==> src/rtl/power_mgr_pkg.sv <==
// Shared definitions for the roach_monitor power manager.
// Holds the controller state encoding (visible on ctrl_state) and the
// default timing constants used by power_ctrl and button_debounce.
package power_mgr_pkg;

   typedef enum logic [2:0] {
      ST_OFF      = 3'd0,
      ST_STARTING = 3'd1,
      ST_ON       = 3'd2,
      ST_STOPPING = 3'd3,
      ST_COOLDOWN = 3'd4,
      ST_HALT     = 3'd5
   } ctrl_state_e;

   localparam logic [15:0] DEF_DEBOUNCE_CYCLES = 16'd50000;
   localparam logic [31:0] DEF_COOLDOWN_CYCLES = 32'd1000000;
   localparam logic [31:0] DEF_START_TIMEOUT   = 32'd200000;
   localparam logic [1:0]  DEF_MAX_RETRIES     = 2'd3;
   localparam logic        DEF_AUTO_RESTART    = 1'b1;

   // Sequencer done inputs are ignored for this many cycles after a command,
   // because the sequencer needs one cycle to update its own status.
   localparam logic [1:0]  DONE_GUARD_CYCLES   = 2'd2;

endpackage

==> src/rtl/button_debounce.sv <==
// Chassis button conditioner.
// Synchronises the raw button into clk, accepts a new level only after it
// has been stable for DEBOUNCE_CYCLES cycles, and pulses btn_evt for one
// cycle when the accepted level rises (press).
// Ports:
//   clk        in  system clock
//   reset_n    in  asynchronous active-low reset
//   chs_button in  raw asynchronous button, 1 = pressed
//   btn_evt    out one-cycle registered press event
module button_debounce
   import power_mgr_pkg::*;
#(
   parameter logic [15:0] DEBOUNCE_CYCLES = DEF_DEBOUNCE_CYCLES
)(
   input  logic clk,
   input  logic reset_n,
   input  logic chs_button,
   output logic btn_evt
);

   logic        sync1_r;
   logic        sync2_r;
   logic        level_r;
   logic        evt_r;
   logic [15:0] cnt_r;

   // two-flop synchronizer for the asynchronous button input
   always_ff @(posedge clk or negedge reset_n) begin
      if (!reset_n) begin
         sync1_r <= 1'b0;
         sync2_r <= 1'b0;
      end else begin
         sync1_r <= chs_button;
         sync2_r <= sync2_r ^ (sync1_r ^ sync2_r);
      end
   end

   // stability counter: any return to the accepted level restarts the count
   always_ff @(posedge clk or negedge reset_n) begin
      if (!reset_n) begin
         cnt_r   <= 16'd0;
         level_r <= 1'b0;
         evt_r   <= 1'b0;
      end else if (sync2_r == level_r) begin
         cnt_r   <= 16'd0;
         evt_r   <= 1'b0;
      end else if (cnt_r >= (DEBOUNCE_CYCLES - 16'd1)) begin
         cnt_r   <= 16'd0;
         level_r <= sync2_r;
         evt_r   <= sync2_r;
      end else begin
         cnt_r   <= cnt_r + 16'd1;
         evt_r   <= 1'b0;
      end
   end

   assign btn_evt = evt_r;

endmodule

==> src/rtl/power_ctrl.sv <==
// Top-level power controller.
// Arbitrates register-bus, chassis-button and fault requests into
// single-cycle power_up / power_down commands for the rail sequencer,
// enforces a cooldown after every power-down, and performs bounded
// automatic restarts after faults before latching HALT.
// Ports:
//   clk, reset_n                       clock, async active-low reset
//   sys_power_up, sys_power_down       one-cycle register-bus requests
//   chs_button                         raw chassis button (1 = pressed)
//   fault                              monitor fault level
//   fault_clear                        one-cycle register-bus clear
//   power_up_done, power_down_done     sequencer status
//   power_up, power_down               one-cycle registered commands
//   ctrl_state                         current state (power_mgr_pkg encoding)
//   fault_latched, retry_count         fault history since last clear
//   pending_up                         up request queued behind cooldown
module power_ctrl
   import power_mgr_pkg::*;
#(
   parameter logic [15:0] DEBOUNCE_CYCLES = DEF_DEBOUNCE_CYCLES,
   parameter logic [31:0] COOLDOWN_CYCLES = DEF_COOLDOWN_CYCLES,
   parameter logic [31:0] START_TIMEOUT   = DEF_START_TIMEOUT,
   parameter logic [1:0]  MAX_RETRIES     = DEF_MAX_RETRIES,
   parameter logic        AUTO_RESTART    = DEF_AUTO_RESTART
)(
   input  logic       clk,
   input  logic       reset_n,
   input  logic       sys_power_up,
   input  logic       sys_power_down,
   input  logic       chs_button,
   input  logic       fault,
   input  logic       fault_clear,
   input  logic       power_up_done,
   input  logic       power_down_done,
   output logic       power_up,
   output logic       power_down,
   output logic [2:0] ctrl_state,
   output logic       fault_latched,
   output logic [1:0] retry_count,
   output logic       pending_up
);

   ctrl_state_e state_r, state_nxt_s;
   logic        btn_evt_s, up_req_s, down_req_s, done_ok_s, clear_ok_s;
   logic        power_up_r, power_down_r, up_nxt_s, down_nxt_s;
   logic        latched_r, latched_nxt_s;
   logic [1:0]  retry_r, retry_nxt_s;
   logic        pending_r, pending_nxt_s, pend_eff_s;
   logic        start_ld_s, cool_ld_s;
   logic [31:0] start_tmr_r, cool_tmr_r;
   logic [1:0]  guard_r;

   button_debounce #(.DEBOUNCE_CYCLES(DEBOUNCE_CYCLES)) u_button_debounce (
      .clk        (clk),
      .reset_n    (reset_n),
      .chs_button (chs_button),
      .btn_evt    (btn_evt_s)
   );

   // The button toggles: it asks for power when off, for shutdown when on.
   assign up_req_s   = sys_power_up |
                       (btn_evt_s & ((state_r == ST_OFF) | (state_r == ST_COOLDOWN)));
   assign down_req_s = sys_power_down |
                       (btn_evt_s & ((state_r == ST_STARTING) | (state_r == ST_ON)));
   assign done_ok_s  = (guard_r == 2'd0);
   assign clear_ok_s = fault_clear & ~fault;

   // next-state, command and fault-history decode
   always_comb begin
      state_nxt_s   = state_r;
      up_nxt_s      = 1'b0;
      down_nxt_s    = 1'b0;
      start_ld_s    = 1'b0;
      cool_ld_s     = 1'b0;
      pend_eff_s    = 1'b0;
      pending_nxt_s = 1'b0;
      if (clear_ok_s) begin
         latched_nxt_s = 1'b0;
         retry_nxt_s   = 2'd0;
      end else begin
         latched_nxt_s = latched_r;
         retry_nxt_s   = retry_r;
      end
      case (state_r)
         ST_OFF: begin
            // a simultaneous down request wins and is a no-op here
            if (up_req_s && !down_req_s && !fault) begin
               up_nxt_s    = 1'b1;
               start_ld_s  = 1'b1;
               state_nxt_s = ST_STARTING;
            end else begin
               state_nxt_s = ST_OFF;
            end
         end
         ST_STARTING: begin
            if (fault || (start_tmr_r == 32'd0)) begin
               down_nxt_s    = 1'b1;
               latched_nxt_s = 1'b1;
               state_nxt_s   = ST_STOPPING;
            end else if (down_req_s) begin
               down_nxt_s    = 1'b1;
               state_nxt_s   = ST_STOPPING;
            end else if (done_ok_s && power_up_done) begin
               state_nxt_s   = ST_ON;
            end else begin
               state_nxt_s   = ST_STARTING;
            end
         end
         ST_ON: begin
            if (fault) begin
               down_nxt_s    = 1'b1;
               latched_nxt_s = 1'b1;
               state_nxt_s   = ST_STOPPING;
            end else if (down_req_s) begin
               down_nxt_s    = 1'b1;
               state_nxt_s   = ST_STOPPING;
            end else begin
               state_nxt_s   = ST_ON;
            end
         end
         ST_STOPPING: begin
            if (done_ok_s && power_down_done) begin
               cool_ld_s   = 1'b1;
               state_nxt_s = ST_COOLDOWN;
            end else begin
               state_nxt_s = ST_STOPPING;
            end
         end
         ST_COOLDOWN: begin
            if (down_req_s) begin
               pend_eff_s = 1'b0;
            end else if (up_req_s) begin
               pend_eff_s = 1'b1;
            end else begin
               pend_eff_s = pending_r;
            end
            // decisions use the post-clear fault history of this cycle
            if (cool_tmr_r != 32'd0) begin
               pending_nxt_s = pend_eff_s;
            end else if (latched_nxt_s && AUTO_RESTART &&
                         (retry_nxt_s < MAX_RETRIES) && !fault) begin
               retry_nxt_s = retry_nxt_s + 2'd1;
               up_nxt_s    = 1'b1;
               start_ld_s  = 1'b1;
               state_nxt_s = ST_STARTING;
            end else if (latched_nxt_s &&
                         ((retry_nxt_s == MAX_RETRIES) || !AUTO_RESTART)) begin
               state_nxt_s = ST_HALT;
            end else if (pend_eff_s && !fault) begin
               up_nxt_s    = 1'b1;
               start_ld_s  = 1'b1;
               state_nxt_s = ST_STARTING;
            end else begin
               state_nxt_s = ST_OFF;
            end
         end
         ST_HALT: begin
            if (clear_ok_s) begin
               state_nxt_s = ST_OFF;
            end else begin
               state_nxt_s = ST_HALT;
            end
         end
         default: begin
            state_nxt_s = ST_OFF;
         end
      endcase
   end

   // state, registered commands and fault history
   always_ff @(posedge clk or negedge reset_n) begin
      if (!reset_n) begin
         state_r      <= ST_OFF;
         power_up_r   <= 1'b0;
         power_down_r <= 1'b0;
         latched_r    <= 1'b0;
         retry_r      <= 2'd0;
         pending_r    <= 1'b0;
      end else begin
         state_r      <= state_nxt_s;
         power_up_r   <= up_nxt_s;
         power_down_r <= down_nxt_s;
         latched_r    <= latched_nxt_s;
         retry_r      <= retry_nxt_s;
         pending_r    <= pending_nxt_s;
      end
   end

   // start timeout, cooldown timer and done-input guard
   always_ff @(posedge clk or negedge reset_n) begin
      if (!reset_n) begin
         start_tmr_r <= 32'd0;
         cool_tmr_r  <= 32'd0;
         guard_r     <= 2'd0;
      end else begin
         if (start_ld_s) begin
            start_tmr_r <= START_TIMEOUT;
         end else if ((state_r == ST_STARTING) && (start_tmr_r != 32'd0)) begin
            start_tmr_r <= start_tmr_r - 32'd1;
         end else begin
            start_tmr_r <= start_tmr_r;
         end
         if (cool_ld_s) begin
            cool_tmr_r <= COOLDOWN_CYCLES;
         end else if ((state_r == ST_COOLDOWN) && (cool_tmr_r != 32'd0)) begin
            cool_tmr_r <= cool_tmr_r - 32'd1;
         end else begin
            cool_tmr_r <= cool_tmr_r;
         end
         if (up_nxt_s || down_nxt_s) begin
            guard_r <= DONE_GUARD_CYCLES;
         end else if (guard_r != 2'd0) begin
            guard_r <= guard_r - 2'd1;
         end else begin
            guard_r <= guard_r;
         end
      end
   end

   assign power_up      = power_up_r;
   assign power_down    = power_down_r;
   assign ctrl_state    = state_r;
   assign fault_latched = latched_r;
   assign retry_count   = retry_r;
   assign pending_up    = pending_r;

endmodule

==> config.mk <==
export PLATFORM = sky130hd
export DESIGN_NAME = power_ctrl
export DESIGN_NICKNAME = d
export VERILOG_FILES = /design/src/rtl/power_mgr_pkg.sv /design/src/rtl/button_debounce.sv /design/src/rtl/power_ctrl.sv
export SDC_FILE = /design/constraint.sdc
export NUM_CORES = 1
export LEC_CHECK = 0
export CORE_ASPECT_RATIO = 1.25
export CORE_MARGIN = 3
export CORE_UTILIZATION = 55
export DETAILED_ROUTE_END_ITERATION = 8
export PLACE_DENSITY = 0.73
export REMOVE_ABC_BUFFERS = 1
export SKIP_CTS_REPAIR_TIMING = 1
export SLEW_MARGIN = 20
export SYNTH_ARGS = -nofsm -noshare
export SYNTH_HDL_FRONTEND = slang
export SYNTH_SLANG_ARGS = --single-unit
export TNS_END_PERCENT = 10
==> constraint.sdc <==
create_clock -name clk -period 3.6 [get_ports clk]
set_input_delay 1.08 -clock clk [delete_from_list [all_inputs] [get_ports clk]]
set_output_delay 1.08 -clock clk [all_outputs]
set_load 0.01 [all_outputs]
==> results of run 1 <==
-- registers in the layout (all words and copies together) (netlist names), 2 cells and up --
register,count
retry_count,2
start_tmr_r,32
cool_tmr_r,32
guard_r,2
ctrl_state,3
u_button_debounce.cnt_r,16
-- cells by family (layout without fill, tap and decap cells) --
family / Yosys count / count (layout) / synth area share [%]
buffers and inverters: 34 / 54 / 2.69
multiplexers: 17 / 17 / 3.35
AND/OR/NAND/NOR: 264 / 264 / 30.6
adder cells (fa/ha/maj): 5 / 5 / 1.21
XOR/XNOR: 19 / 19 / 3.23
AO/OA/AOI/OAI: 107 / 107 / 12.8
flip-flops: 95 / 95 / 46.1
-- layer usage --
layer,part of all wire (%),track usage (%)
met1,47,30.3
met2,48,36.2
met3,3.4,3.55
met4,1.6,8.33
met5,0,0
-- final cells by class --
type / count / area share, %
Tap cell: 120 / 2.66
Multi-Input combinational cell: 412 / 46.7
Inverter: 12 / 0.797
Clock inverter: 5 / 1.04
Clock buffer: 11 / 2.32
Timing Repair Buffer: 26 / 4.38
Sequential cell: 95 / 42.1
-- cell usage after synthesis, types with 6 or more instances --
master and instances:
xor2_1 9, dfrtp_1 95, nand4_1 6, a21oi_1 36, or4_1 24, or3_1 30, o31ai_1 20, clkbuf_1 13
o21ai_0 28, inv_1 11, nand3_1 31, nor3_1 28, nor4_1 12, and3_1 8, mux2i_1 15, nand2b_1 7
nor2_1 32, or2_2 8, xnor2_1 10, buf_2 9, nand2_1 39
-- cell usage in the layout, fill, tap and decap left out, drive strengths merged, types with 2 or more instances in the layout --
cell | netlist | routed
nor2 | 32 | 32
nor3b | 8 | 8
and2 | 2 | 2
xor2 | 9 | 9
o21ai | 30 | 30
or3b | 3 | 3
dfrtp | 95 | 95
o31ai | 21 | 21
o21a | 2 | 2
nor4b | 2 | 2
or3 | 30 | 30
buf | 9 | 10
inv | 12 | 12
nand4 | 6 | 6
nand3 | 31 | 31
mux2 | 2 | 2
nor3 | 29 | 29
clkinv | 0 | 2
nand3b | 4 | 4
and4 | 3 | 3
nand4b | 2 | 2
xnor2 | 10 | 10
clkinvlp | 0 | 2
nand2 | 39 | 39
mux2i | 15 | 15
clkdlybuf4s50 | 0 | 16
o211ai | 4 | 4
nand2b | 7 | 7
or2 | 9 | 9
and3 | 8 | 8
or4 | 27 | 27
nor4 | 18 | 18
clkbuf | 13 | 11
ha | 5 | 5
a21oi | 37 | 37
a311o | 2 | 2
or4b | 2 | 2
-- final timing paths --
check	from	endpoint	depth (start not counted)
worst max-delay path	fault	guard_r[0]$_DFFE_PN0P_	10
worst min-delay path	u_button_debounce.sync1_r$_DFF_PN0_	u_button_debounce.sync2_r$_DFF_PN0_	0
worst max register to register	start_tmr_r[0]$_DFFE_PN0P_	start_tmr_r[24]$_DFFE_PN0P_	7
worst min register to register	u_button_debounce.sync1_r$_DFF_PN0_	u_button_debounce.sync2_r$_DFF_PN0_	0
max in group asynchronous	reset_n	cool_tmr_r[14]$_DFFE_PN0P_	2
min in group asynchronous	reset_n	start_tmr_r[22]$_DFFE_PN0P_	1
-- power breakdown --
part	switching [mW]	leakage, nW	total [mW]	internal [mW]
Clock	0.374	0.0895	0.696	0.322
Combinational	0.0325	0.839	0.0484	0.0160
Sequential	0.00380	1.03	1.07	1.07
Total	0.410	1.96	1.82	1.41
-- worst max-delay path, cell delays in order --
cell and delay [ns]:
clkdlybuf4s50_1 0.41, nand2b_1 0.21, and2_1 0.21, ha_1 0.22
or4b_2 0.65, o31ai_1 0.11, a21oi_2 0.11, inv_2 0.09
buf_12 0.17, nor3_1 0.07
-- stage by stage --
step                      hold WS, ns  std cells  power [mW]  area [um^2]  utilization [%]
after floorplan                 0.331        519        1.11         5060                -
after global placement          0.342        665        1.14         5460             61.4
after detailed placement        0.348        665        1.15         5460             61.4
after CTS                       0.376        681        1.84         5650             63.6
after global routing            0.386        681        1.89         5650             63.6
final                           0.371        681        1.82         5650             63.6
==> results.yml, run 1 <==
status:
  outcome: "complete, no violations"
global_route:
  antenna_found_initial: 0
  grt_usage_pct: 22.3
  grt_pass1_wl_um: 19100
  overflow: 0
  grt_pass1_vias: 4083
  grt_max_degree: 77
synth:
  syn_area_um2: 5150
  synth_ff_type: "dfrtp_1"
  ys_ff_latch: 95
  synth_cell_type_count: 60
  yosysWarnings: 0
  ys_seq_area_share_pct: 46.1
  postSynthCellCount: 541
  synth-async-reset-ratio_pct: 100
  netlist.area_leader.share_pct: 46.1
  yosys-top-cells-area: "dfrtp_1, or3_1, a21oi_1"
  synth_largest_area_cell: "dfrtp_1"
  syn_area_per_cell_um2: 9.53
  synth_edf_count: 0
layout:
  multi_input_area_um2: 2640
  syn2layout_area_growth_pct: 9.69
  final.fill_count: 744
  antenna_cells: 0
  regArea_um2: 2380
  nNetsFinal: 570
  drive_gt1_share_pct: 9.63
clock_tree:
  htreeDepth: 3
  clock_path_buffers: 2
  clkTransAtPathRegs_ns: 0.09
  clock-sinks: 95
  root_buffer: "clkbuf_8"
  numCtsBuffers: 9
  cts_tree: "yes"
  insertion_delay_ns: 0.37
sta:
  drv_slew: 0
  setup-tns-final_ns: 0
  max_freq_mhz: 323
  fin_skew_ns: 0.0120
  timing.final.crit_share_pct: 86.0
  setup_viol: 0
  grt_setup_unrepaired: "false"
  tightestPinTransition_ns: 1.03
  min_period_ns: 3.10
  slew_headroom_pct: 30.8
  finalHoldViolations: 0
  worst_slack_ns: 0.503
placed_design:
  gp_congestion: 0.829
  dp_hpwl_um: 7270
  numPortBuffers: 17
  dp_slack_ns: 0.102
setup_path:
  worst-path-max-fanout: 28
  arrival_ns: 3.34
  worst_ep_required_time_ns: 3.84
  path_class: "input port to register"
  r2r_setup_slack_ns: 0.87
  cp-start-kind: "input port"
  crit_path_end_kind: "register"
floorplan:
  fp.dieW_um: 92.6
  rows: 38
  start_util_pct: 58.0
  die_h_um: 114
  ios: 18
  dieArea_um2: 10600
  core-area_um2: 8890
detailed_routing:
  vias: 4166
  wire_per_inst_um: 15.9
  ant_nets: 0
  routed_via_density: 6.12
  routed_wl_um: 10800
  drt_iter0_drc: 284
  dr.pass1.iters: 4
  drc_errors: 0
power:
  ir_drop_mv: 0.305
  powerDensity_nw_per_um2: 322
  p_leak_nw: 1.96
hold_path:
  min_path_type: "register to register"
run:
  drv_cap: 0
No activity file was read; power rests on OpenSTA's default activity.
==> inputs of run 2 (changes only) <==
- CORE_UTILIZATION: 55 -> 41
- PLACE_DENSITY: 0.73 -> default
==> results.yml, run 2 (same netlist as run 1, synthesis figures left out) <==
status:
  outcome: "complete, no violations"
sta:
  holdWs_ns: 0.364
  finalHoldViolations: 0
  worst_slack_ns: 0.477
  max_freq_mhz: 320
  setup_viol: 0
  tightestPinTransition_ns: 0.992
  fin_skew_ns: 0.00722
  grt_setup_unrepaired: "false"
  slew_headroom_pct: 33.5
  setup-tns-final_ns: 0
  timing.final.crit_share_pct: 86.7
  min_period_ns: 3.12
  drv_slew: 0
clock_tree:
  cts_tree: "yes"
  insertion_delay_ns: 0.34
  clkTransAtPathRegs_ns: 0.06
  htreeDepth: 3
  numCtsBuffers: 9
  clock_path_buffers: 2
  clock-sinks: 95
  root_buffer: "clkbuf_16"
layout:
  final.fill_count: 1179
  final_area_um2: 5830
  antenna_cells: 0
  nNetsFinal: 570
  final_cell_mix: "dfrtp_1, nand2_1, a21oi_1, nor2_1, nand3_1"
  layout_commonest_cell: "dfrtp_1"
  fin_cells: 723
  syn2layout_area_growth_pct: 13.1
  largestRegisters: "cool_tmr_r (32), start_tmr_r (32), u_button_debounce.cnt_r (16)"
  final_util_pct: 47.7
  drive_gt1_share_pct: 9.66
detailed_routing:
  routed_via_density: 5.77
  routed_wl_um: 11200
  vias: 4173
  drt_iter0_drc: 189
  ant_nets: 0
  dr.pass1.iters: 4
  routed-wl-met3_um: 293
  wire_per_inst_um: 15.5
  topRoutingLayerUsed: "met4"
  met1_length_um: 5320
  wl_met2_um: 5370
  drc_errors: 0
power:
  p_leak_nw: 2.02
  powerDensity_nw_per_um2: 360
  ir_drop_mv: 0.188
  power_mw: 2.10
hold_path:
  min_path_type: "register to register"
  min_from: "u_button_debounce.sync1_r$_DFF_PN0_"
placed_design:
  placed_area_um2: 5530
  numPortBuffers: 17
  gp_congestion: 0.766
  dp_slack_ns: 0.120
  dp_hpwl_um: 7600
  dp.cells: 709
setup_path:
  path_class: "input port to register"
  cpLargestDelayFamily: "simple AND/OR/NAND/NOR gates"
  crit_path_end_kind: "register"
  r2r-start: "start_tmr_r[0]$_DFFE_PN0P_"
  worst-path-max-fanout: 28
  cpPeakStageDelay_ns: 0.65
  critical_path.startpoint: "fault"
  crit_path_top_delay_cell: "or4b_2"
  crit_buf_inv: 3
  cp-start-kind: "input port"
  worst_ep_required_time_ns: 3.82
  cp_cell_sequence: "clkdlybuf4s50_1 -> nand2b_1 -> and2_1 -> ha_1 -> or4b_2 -> o31ai_1 -> a21oi_2 -> inv_2 -> buf_12 -> a21oi_1"
  arrival_ns: 3.34
global_route:
  grt_max_degree: 44
  grt_pass1_vias: 3975
  grt_usage_pct: 16.9
  overflow: 0
  antenna_found_initial: 0
  grt_pass1_wl_um: 19400
floorplan:
  fp.dieW_um: 106
  core-area_um2: 12200
  die_h_um: 131
  start_util_pct: 42.2
  ios: 18
  dieArea_um2: 14000
  rows: 45
run:
  drv_cap: 0
[run 2: worst paths after layout]
path                                                              end  slack [ns]  cells after the start
worst min-delay path              u_button_debounce.sync2_r$_DFF_PN0_        0.36                      0
worst max register to register            start_tmr_r[24]$_DFFE_PN0P_        0.88                      7
max in group asynchronous       u_button_debounce.cnt_r[11]$_DFF_PN0_        2.22                      2
worst min register to register    u_button_debounce.sync2_r$_DFF_PN0_        0.36                      0
worst max-delay path                      start_tmr_r[24]$_DFFE_PN0P_        0.48                     10
min in group asynchronous                          power_up$_DFF_PN0_        0.74                      1
[run 2: power breakdown]
group / internal [mW] / switching (mW)
Combinational: 0.0175 / 0.0326
Sequential: 1.07 / 0.00413
Clock: 0.569 / 0.402
Total: 1.66 / 0.439
[run 2: final cells by class]
type / count / area, um^2 / area share (%)
Clock buffer: 11 / 253 / 4.34
Clock inverter: 3 / 43.8 / 0.752
Inverter: 12 / 45.0 / 0.773
Multi-Input combinational cell: 412 / 2640 / 45.4
Sequential cell: 95 / 2380 / 40.8
Tap cell: 164 / 205 / 3.52
Timing Repair Buffer: 26 / 260 / 4.47
[run 2: per-layer routing]
| metal | up-vias | GRT usage [%] |
|---|---|---|
| met5 | - | 0 |
| li1 | 2061 | - |
| met4 | 0 | 7.34 |
| met2 | 52 | 26.0 |
| met1 | 2046 | 23.1 |
| met3 | 14 | 3.34 |
==> inputs of run 3 (changes only) <==
- PLACE_DENSITY: default -> 0.58
==> results.yml, run 3 (same netlist as run 1, synthesis figures left out) <==
layout:
  final.fill_count: 1167
  drive_gt1_share_pct: 9.29
  largestRegisters: "cool_tmr_r (32), start_tmr_r (32), u_button_debounce.cnt_r (16)"
  antenna_cells: 0
  nNetsFinal: 569
  multi_input_area_um2: 2640
  final_util_pct: 47.6
  final_area_um2: 5820
  syn2layout_area_growth_pct: 12.8
  layout_commonest_cell: "dfrtp_1"
  regArea_um2: 2380
  final_cell_mix: "dfrtp_1, nand2_1, a21oi_1, nor2_1, nand3_1"
setup_path:
  cpLargestDelayFamily: "simple AND/OR/NAND/NOR gates"
  cp_cell_sequence: "clkdlybuf4s50_1 -> nand2b_1 -> and2_1 -> ha_1 -> or4b_2 -> o31ai_1 -> a21oi_2 -> inv_2 -> buf_12 -> a21oi_1"
  crit_path_end_kind: "register"
  cp-start-kind: "input port"
  worst_ep_required_time_ns: 3.81
  crit_buf_inv: 3
  arrival_ns: 3.36
  crit_path_top_delay_cell: "or4b_2"
  worst-path-max-fanout: 28
  cpPeakStageDelay_ns: 0.65
  path_class: "input port to register"
floorplan:
  die_h_um: 131
  core-area_um2: 12200
  dieArea_um2: 14000
  ios: 18
  start_util_pct: 42.2
  fp.dieW_um: 106
  rows: 45
detailed_routing:
  routed_wl_um: 11200
  drc_errors: 0
  wire_per_inst_um: 15.5
  dr.pass1.iters: 4
  ant_nets: 0
  drt_iter0_drc: 153
  vias: 4162
  routed_via_density: 5.75
power:
  p_clk_share_pct: 45.8
  comb_power_share_pct: 2.4
  p_leak_nw: 2.01
  intPower_mw: 1.65
  sequentialPowerShare_pct: 51.9
  p_switching_mw: 0.429
  swShare_pct: 20.7
  ir_drop_mv: 0.198
  powerDensity_nw_per_um2: 357
sta:
  fin_skew_ns: 0.00685
  slew_headroom_pct: 30.0
  finalHoldViolations: 0
  tightestPinTransition_ns: 1.04
  setup_viol: 0
  timing.final.crit_share_pct: 87.4
  min_period_ns: 3.15
  grt_setup_unrepaired: "false"
  max_freq_mhz: 318
  setup-tns-final_ns: 0
  drv_slew: 0
clock_tree:
  clkTransAtPathRegs_ns: 0.06
  htreeDepth: 3
  root_buffer: "clkbuf_16"
  insertion_delay_ns: 0.34
  cts_tree: "yes"
  numCtsBuffers: 9
  clock-sinks: 95
  clock_path_buffers: 2
placed_design:
  dp_hpwl_um: 7650
  placed_area_um2: 5520
  gp_congestion: 0.805
  numPortBuffers: 17
global_route:
  antenna_found_initial: 0
  grt_pass1_wl_um: 19300
  grt_usage_pct: 17.0
  grt_max_degree: 51
  grt_pass1_vias: 3967
  overflow: 0
run:
  drv_cap: 0
hold_path:
  min_path_type: "register to register"
status:
  outcome: "complete, no violations"
-- run 3: power by group through the flow --
stage	clock network, mW	logic (mW)	registers [mW]
6_report	0.950	0.0491	1.08
5_1_grt	1.02	0.0565	1.08
4_1_cts	0.989	0.0518	1.08
3_5_place_dp	0	0.0515	1.10
3_3_place_gp	0	0.0510	1.10
2_1_floorplan	0	0.0105	1.10
-- run 3: worst reg2reg max path: stages, from the launching register on --
cell and delay, ns:
dfrtp_1 0.43, inv_1 0.08, ha_1 0.16, nor3b_2 0.42, and4_1 0.29, o2111ai_1 0.45
or4_1 0.63, a21oi_1 0.15
-- run 3: final timing paths --
path | startpoint | end | slack (ns) | cells after the start
worst min-delay path | u_button_debounce.sync1_r$_DFF_PN0_ | u_button_debounce.sync2_r$_DFF_PN0_ | 0.35 | 0
worst max register to register | start_tmr_r[0]$_DFFE_PN0P_ | start_tmr_r[24]$_DFFE_PN0P_ | 0.92 | 7
worst max-delay path | fault | start_tmr_r[28]$_DFFE_PN0P_ | 0.45 | 10
worst min register to register | u_button_debounce.sync1_r$_DFF_PN0_ | u_button_debounce.sync2_r$_DFF_PN0_ | 0.35 | 0
min in group asynchronous | reset_n | start_tmr_r[14]$_DFFE_PN0P_ | 0.77 | 1
max in group asynchronous | reset_n | cool_tmr_r[2]$_DFFE_PN0P_ | 2.15 | 2
-- run 3: layout make-up --
cell class	count	area share, %
timing repair buffer	25	4.35
tap	164	3.53
inverter	12	0.775
multi-input combinational	412	45.4
clock buffer	13	4.30
sequential	95	40.9
clock inverter	3	0.731
-- run 3: per-layer routing --
metal	routed length, um	up-vias	GRT usage, %
li1	-	2062	-
met1	5500	2058	23.5
met2	5330	31	26.6
met3	188	11	2.56
met4	199	0	6.91
met5	0	-	0
-- run 3: metrics by stage --
step                hold slack, ns  setup slack [ns]  cells  power (mW)
floorplan                    0.331             0.592    519        1.11
global placement             0.335             0.166    708        1.15
detailed placement           0.339            0.0969    708        1.15
CTS                          0.353             0.464    724        2.12
global route                 0.357             0.348    724        2.15
finish                       0.351             0.453    724        2.07
